**src/rtl/seq_divider_if.sv**
```systemverilog
// seq_divider_if: start/operand/result bundle for the sequential divider.
//   master: drives start, dividend_sign, dividend, divisor; observes results.
//   slave : the divider; drives ready, done, sign, quotient, remainder, div_zero.
interface seq_divider_if #(
    parameter int unsigned DW = 4
);
    localparam int unsigned DW_2 = 2 * DW;

    logic            start;
    logic            dividend_sign;
    logic [DW_2-1:0] dividend;
    logic [DW-1:0]   divisor;
    logic            ready;
    logic            done;
    logic            sign;
    logic [DW_2-1:0] quotient;
    logic [DW-1:0]   remainder;
    logic            div_zero;

    modport master (
        output start, dividend_sign, dividend, divisor,
        input  ready, done, sign, quotient, remainder, div_zero
    );

    modport slave (
        input  start, dividend_sign, dividend, divisor,
        output ready, done, sign, quotient, remainder, div_zero
    );
endinterface

```
**src/rtl/seq_divider.sv**
```systemverilog
// seq_divider: sequential restoring divider, one quotient bit per clock.
// Divides a sign/magnitude dividend (DW_2 bits) by a two's-complement
// divisor (DW bits); returns quotient magnitude, remainder magnitude and
// quotient sign. Remainder sign equals the dividend sign (not output).
// Ports:
//   clk  - clock, rising edge
//   rst  - synchronous active-low reset
//   bus  - seq_divider_if.slave (start/operands in, ready/done/results out)
// Optional: define DIV_ZERO_DETECT_EN to short-circuit a zero divisor to
// DONE with div_zero=1; otherwise div_zero is tied low and a zero divisor
// runs the full sequence.
module seq_divider #(
    parameter int unsigned DW = 4
) (
    input  logic         clk,
    input  logic         rst,
    seq_divider_if.slave bus
);
    localparam int unsigned DW_2 = 2 * DW;
    localparam int unsigned CW   = $clog2(DW_2 + 1);

    typedef enum logic [1:0] {
        S_IDLE = 2'd0,
        S_LOAD = 2'd1,
        S_CALC = 2'd2,
        S_DONE = 2'd3
    } state_t;

    state_t          r_state;
    logic            r_ready;
    logic            r_done;
    logic            r_sign;
    logic [DW_2-1:0] r_quot;
    logic [DW-1:0]   r_rem;

    logic            r_dsign;
    logic [DW_2-1:0] r_dividend;
    logic [DW-1:0]   r_divisor;
    logic [DW:0]     r_dabs;
    // Only the low DW bits of the partial remainder ever feed the next trial,
    // and a restored/subtracted remainder is always < |divisor| <= 2^(DW-1).
    logic [DW-1:0]   r_prem;
    logic [DW_2-1:0] r_qsr;
    logic [CW-1:0]   r_cnt;
`ifdef DIV_ZERO_DETECT_EN
    logic            r_dz;
    logic            r_div_zero;
`endif

    logic [DW:0]     w_div_ext;
    logic [DW:0]     w_dabs;
    logic [DW:0]     w_trial;
    logic [DW:0]     w_diff;
    logic            w_ge;

    // |divisor| in DW+1 bits so the most negative value is exact
    assign w_div_ext = {r_divisor[DW-1], r_divisor};
    assign w_dabs    = r_divisor[DW-1] ? ((~w_div_ext) + (DW+1)'(1)) : w_div_ext;

    // Restoring step: shift the next dividend bit into the partial remainder
    assign w_trial = {r_prem, r_qsr[DW_2-1]};
    assign w_diff  = w_trial - r_dabs;
    assign w_ge    = (w_trial >= r_dabs);

    // Control FSM and datapath
    always_ff @(posedge clk) begin
        if (!rst) begin
            r_state    <= S_IDLE;
            r_ready    <= 1'b1;
            r_done     <= 1'b0;
            r_sign     <= 1'b0;
            r_quot     <= '0;
            r_rem      <= '0;
            r_dsign    <= 1'b0;
            r_dividend <= '0;
            r_divisor  <= '0;
            r_dabs     <= '0;
            r_prem     <= '0;
            r_qsr      <= '0;
            r_cnt      <= '0;
`ifdef DIV_ZERO_DETECT_EN
            r_dz       <= 1'b0;
            r_div_zero <= 1'b0;
`endif
        end else begin
            r_done <= 1'b0;
            case (r_state)
                S_IDLE: begin
                    if (bus.start) begin
                        r_dsign    <= bus.dividend_sign;
                        r_dividend <= bus.dividend;
                        r_divisor  <= bus.divisor;
                        r_ready    <= 1'b0;
                        r_state    <= S_LOAD;
`ifdef DIV_ZERO_DETECT_EN
                        r_div_zero <= 1'b0;
`endif
                    end
                end
                S_LOAD: begin
                    r_dabs <= w_dabs;
                    r_prem <= '0;
                    r_qsr  <= r_dividend;
                    r_cnt  <= CW'(DW_2);
`ifdef DIV_ZERO_DETECT_EN
                    if (r_divisor == '0) begin
                        r_dz    <= 1'b1;
                        r_state <= S_DONE;
                    end else begin
                        r_dz    <= 1'b0;
                        r_state <= S_CALC;
                    end
`else
                    r_state <= S_CALC;
`endif
                end
                S_CALC: begin
                    r_prem <= DW'(w_ge ? w_diff : w_trial);
                    r_qsr  <= {r_qsr[DW_2-2:0], w_ge};
                    r_cnt  <= r_cnt - CW'(1);
                    if (r_cnt == CW'(1)) begin
                        r_state <= S_DONE;
                    end
                end
                S_DONE: begin
                    r_done  <= 1'b1;
                    r_ready <= 1'b1;
                    r_state <= S_IDLE;
`ifdef DIV_ZERO_DETECT_EN
                    if (r_dz) begin
                        r_quot     <= '1;
                        r_rem      <= '0;
                        r_sign     <= r_dsign;
                        r_div_zero <= 1'b1;
                    end else begin
                        r_quot <= r_qsr;
                        r_rem  <= r_prem;
                        r_sign <= (r_qsr != '0) & (r_dsign ^ r_divisor[DW-1]);
                    end
`else
                    r_quot <= r_qsr;
                    r_rem  <= r_prem;
                    // A zero quotient is always reported positive
                    r_sign <= (r_qsr != '0) & (r_dsign ^ r_divisor[DW-1]);
`endif
                end
                default: begin
                    r_state <= S_IDLE;
                end
            endcase
        end
    end

    assign bus.ready     = r_ready;
    assign bus.done      = r_done;
    assign bus.sign      = r_sign;
    assign bus.quotient  = r_quot;
    assign bus.remainder = r_rem;
`ifdef DIV_ZERO_DETECT_EN
    assign bus.div_zero  = r_div_zero;
`else
    assign bus.div_zero  = 1'b0;
`endif
endmodule

```
**src/flat_wrapper.sv**
```systemverilog
// flat-port wrapper written by rule: the top's interface ports become plain ports
module seq_divider_flat 
#(
    parameter int unsigned DW = 4
)
  (clk, rst, bus_start, bus_dividend_sign, bus_dividend, bus_divisor, bus_ready, bus_done, bus_sign, bus_quotient, bus_remainder, bus_div_zero);
  seq_divider_if #(.DW(DW)) bus_i ();
  input  logic clk;
  input  logic rst;
  input wire logic [$bits(bus_i.start)-1:0] bus_start;
  input wire logic [$bits(bus_i.dividend_sign)-1:0] bus_dividend_sign;
  input wire logic [$bits(bus_i.dividend)-1:0] bus_dividend;
  input wire logic [$bits(bus_i.divisor)-1:0] bus_divisor;
  output wire logic [$bits(bus_i.ready)-1:0] bus_ready;
  output wire logic [$bits(bus_i.done)-1:0] bus_done;
  output wire logic [$bits(bus_i.sign)-1:0] bus_sign;
  output wire logic [$bits(bus_i.quotient)-1:0] bus_quotient;
  output wire logic [$bits(bus_i.remainder)-1:0] bus_remainder;
  output wire logic [$bits(bus_i.div_zero)-1:0] bus_div_zero;
  assign bus_i.start = bus_start;
  assign bus_i.dividend_sign = bus_dividend_sign;
  assign bus_i.dividend = bus_dividend;
  assign bus_i.divisor = bus_divisor;
  assign bus_ready = bus_i.ready;
  assign bus_done = bus_i.done;
  assign bus_sign = bus_i.sign;
  assign bus_quotient = bus_i.quotient;
  assign bus_remainder = bus_i.remainder;
  assign bus_div_zero = bus_i.div_zero;
  seq_divider #(.DW(DW)) u_core (.clk(clk), .rst(rst), .bus(bus_i));
endmodule
```
**config.mk**
```make
export PLATFORM = sky130hd
export DESIGN_NAME = seq_divider_flat
export DESIGN_NICKNAME = d
export VERILOG_FILES = /design/src/rtl/seq_divider_if.sv /design/src/rtl/seq_divider.sv /design/src/flat_wrapper.sv
export SDC_FILE = /design/constraint.sdc
export NUM_CORES = 1
export LEC_CHECK = 0
export CORE_AREA = 2 2 70 72
export CTS_CLUSTER_SIZE = 16
export DETAILED_ROUTE_END_ITERATION = 7
export DIE_AREA = 0 0 72 74
export HOLD_SLACK_MARGIN = 0.12
export PLACE_DENSITY = 0.81
export SLEW_MARGIN = 20
export SYNTH_ARGS = -nofsm -noshare
export SYNTH_HDL_FRONTEND = slang
export SYNTH_SLANG_ARGS = --single-unit
```
**constraint.sdc**
```tcl
create_clock -name clk -period 2.2 [get_ports clk]
set_input_delay 0.55 -clock clk [delete_from_list [all_inputs] [get_ports clk]]
set_output_delay 0.55 -clock clk [all_outputs]
set_load 0.02 [all_outputs]
```
==> impl_metrics.yaml <==
hold_path:
  min_path_type: "flip-flop to flip-flop"
power:
  p_total_mw: 2.92
  pwr-share-clk: 0.186
  p_int_mw: 1.86
  comb_power_share: 0.395
  switchingPower_mw: 1.07
  p_leak_nw: 1.09
  ir_worst_vdd_mv: 0.631
  seqPwrFrac: 0.419
  p_sw_frac: 0.365
  powerDensity_mw_per_mm2: 1030
drt:
  final_antenna_net_count: 0
  drc: 0
  wl_per_cell_um: 13.2
  drt_iter0_markers: 88
  routed_via_density: 5.34
  drt-total-wl_um: 4440
  vias: 1793
  drt_pre_antenna_iters: 4
floorplan:
  die_area_mm2: 0.00533
  ios: 32
  chipHeight_um: 74
  initial_utilization: 0.524
  std_cell_rows: 25
  coreArea_mm2: 0.00460
  die_x_um: 72
clock_tree:
  cts_tree: "yes"
  postCtsHoldBufs: 0
  clkSinkCount: 51
  cts_buffers: 5
  clockBufferDepth: 2
  clkSlewWorstSetupHoldPaths_ps: 90
  cts-root-buf: "clkbuf_8"
  h-tree-depth: 2
  clock_latency_ps: 300
  post-cts-setup-buffers: 0
  cts_resized: 0
yosys:
  synth_seq_cells: 51
  syn-num-nets: 285
  ys_warn_count: 0
  avgSynthCellArea_um2: 9.42
  synth_top_area_cell: "dfxtp_1"
  synth.top_cell.area_share: 0.423
  synth_cell_types: 41
  synth_area_mm2: 0.00241
  synth-edff-count: 0
  yosysSeqAreaShare: 0.423
  synth_area_leaders: "dfxtp_1 42%, mux2i_1 9.5%, nand2_1 6.4%, ha_1 6.2%, nor2b_1 5.4%"
  async_reset_ff_frac: 0
  ys.flop_type: "dfxtp_1"
  netlist_instances: 256
timing:
  slew-limit-headroom: 0.655
  fin_ws_ps: 276
  hold_viol_final: 0
  min_period_ps: 1920
  period_share: 0.874
  worst_pin_slew_ps: 517
  skew_ps: 5.27
  drv_slew: 0
  final-setup-viol-count: 0
  rsz0062_at_grt: "false"
  holdWs_ps: 458
  tns_ps: 0
  fmax_mhz: 520
placed_design:
  dp.cells: 329
  port_buffers: 30
  gp_congestion: 0.726
  dpl-instance-area_mm2: 0.00275
  place_worst_setup_slack_ps: 234
  hpwl_um: 3080
global_routing:
  gr-usage-all-layers: 0.186
  overflow: 0
  grt_max_degree: 40
  grt_pass1_vias: 1741
  grt_antenna_before_repair: 0
  grt_pass1_wl_um: 7790
setup_path:
  required_ps: 2400
  crit_fanout: 9
  start_kind: "flip-flop"
  critical_path_class: "flip-flop to flip-flop"
  crit_path_end_kind: "flip-flop"
  crit_arrival_ps: 2130
outcome:
  status: "complete, no violations"
finish:
  nets: 311
  drive_gt1_frac: 0.0709
  diodes: 0
  instances_no_fill: 336
  final_area_mm2: 0.00284
  final_util: 0.617
  syn_to_final_growth_pct: 17.7
job:
  maxCapViolations: 0
layer usage:
layer  routed length, um  global-route usage  vias to the layer above
li1                    -                   -                      919
met1                2150               0.248                      825
met4                  49              0.0755                        0
met3                 223              0.0325                        5
met5                   0                   0                        -
met2                2020               0.302                       44
cells in the final DEF (no fill, tap or decap), types with 2 or more instances in the layout:
cell,Yosys,layout
or3_1,2,2
a21boi_0,13,13
xnor2_1,3,3
o31ai_1,2,2
a32o_1,2,2
nor2b_1,21,21
and2_1,4,4
clkdlybuf4s50_1,0,30
dfxtp_1,51,51
clkbuf_8,0,6
a21oi_1,5,5
nand2_1,41,41
nor3b_1,2,2
ha_1,12,12
or3_2,2,2
nand2b_1,2,2
inv_1,13,13
mux2i_1,23,23
buf_4,1,6
o21ai_0,7,7
nand3_1,3,3
o211a_1,9,9
nor4_1,2,2
o211ai_1,3,3
area by class of cell:
cell class / instances / area [um2]
clock inverter: 1 / 5.00
timing repair buffer: 36 / 345
multi-input combinational: 175 / 1270
clock buffer: 6 / 82.6
fill: 409 / 1760
tap: 54 / 67.6
inverter: 13 / 48.8
sequential: 51 / 1020
registers in the layout, summed over array words and instances (netlist names):
| register | count |
|---|---|
| u_core.bus.quotient | 8 |
| u_core.r_dividend | 8 |
| u_core.r_qsr | 8 |
| u_core.r_dabs | 5 |
| u_core.bus.remainder | 4 |
| u_core.r_cnt | 4 |
| u_core.r_divisor | 4 |
| u_core.r_prem | 4 |
| u_core.r_state | 2 |
| u_core.bus.done | 1 |
| u_core.bus.ready | 1 |
| u_core.bus.sign | 1 |
| u_core.r_dsign | 1 |
power groups by stage:
| stage | clock network [mW] | logic (mW) | registers (mW) |
|---|---|---|---|
| floorplan | 0 | 0.895 | 1.22 |
| global placement | 0 | 1.13 | 1.24 |
| detailed placement | 0 | 1.16 | 1.24 |
| CTS | 0.554 | 1.17 | 1.22 |
| global route | 0.589 | 1.30 | 1.24 |
| finish | 0.543 | 1.16 | 1.22 |
worst paths after layout:
path / start / endpoint / slack, ps / cells past startpoint
hold / removal: u_core.r_dabs[4]$_SDFFE_PN0N_ / u_core.r_dabs[4]$_SDFFE_PN0N_ / 460 / 2
setup reg to reg: u_core.r_qsr[7]$_SDFFE_PN0P_ / u_core.r_prem[1]$_SDFFE_PN0P_ / 280 / 6
hold reg to reg: u_core.r_dabs[4]$_SDFFE_PN0N_ / u_core.r_dabs[4]$_SDFFE_PN0N_ / 460 / 2
setup / recovery: u_core.r_qsr[7]$_SDFFE_PN0P_ / u_core.r_prem[1]$_SDFFE_PN0P_ / 280 / 6
synth_stat cells, types with 2 or more instances:
library cell and n:
nor2b_1 21, inv_1 13, nor3b_1 2, o31ai_1 2
o211ai_1 3, clkbuf_1 11, a21boi_0 13, or3_1 2
a32o_1 2, buf_2 5, xnor2_1 3, or3_2 2
nand2_1 41, mux2i_1 23, nand3_1 3, o21ai_0 7
o211a_1 9, dfxtp_1 51, a21oi_1 5, nor4_1 2
ha_1 12, nand2b_1 2, and2_1 4
critical path: stages (launching register included):
cell	delay, ps
dfxtp_1	410
inv_1	70
ha_1	290
nand2b_1	160
a41o_4	290
or3_1	350
a32o_1	250
kinds of logic after synthesis:
kind of cell,Yosys count,synth area share
and+or+nand+nor,87,0.187
DFF,51,0.423
AOI/OAI and AO/OA,48,0.160
buffers and inverters,30,0.0509
muxes,23,0.0955
adders and majority gates,13,0.0706
xor gates and xnor gates,3,0.0109
other,1,0.00156
No activity file was read; power rests on OpenSTA's default activity.
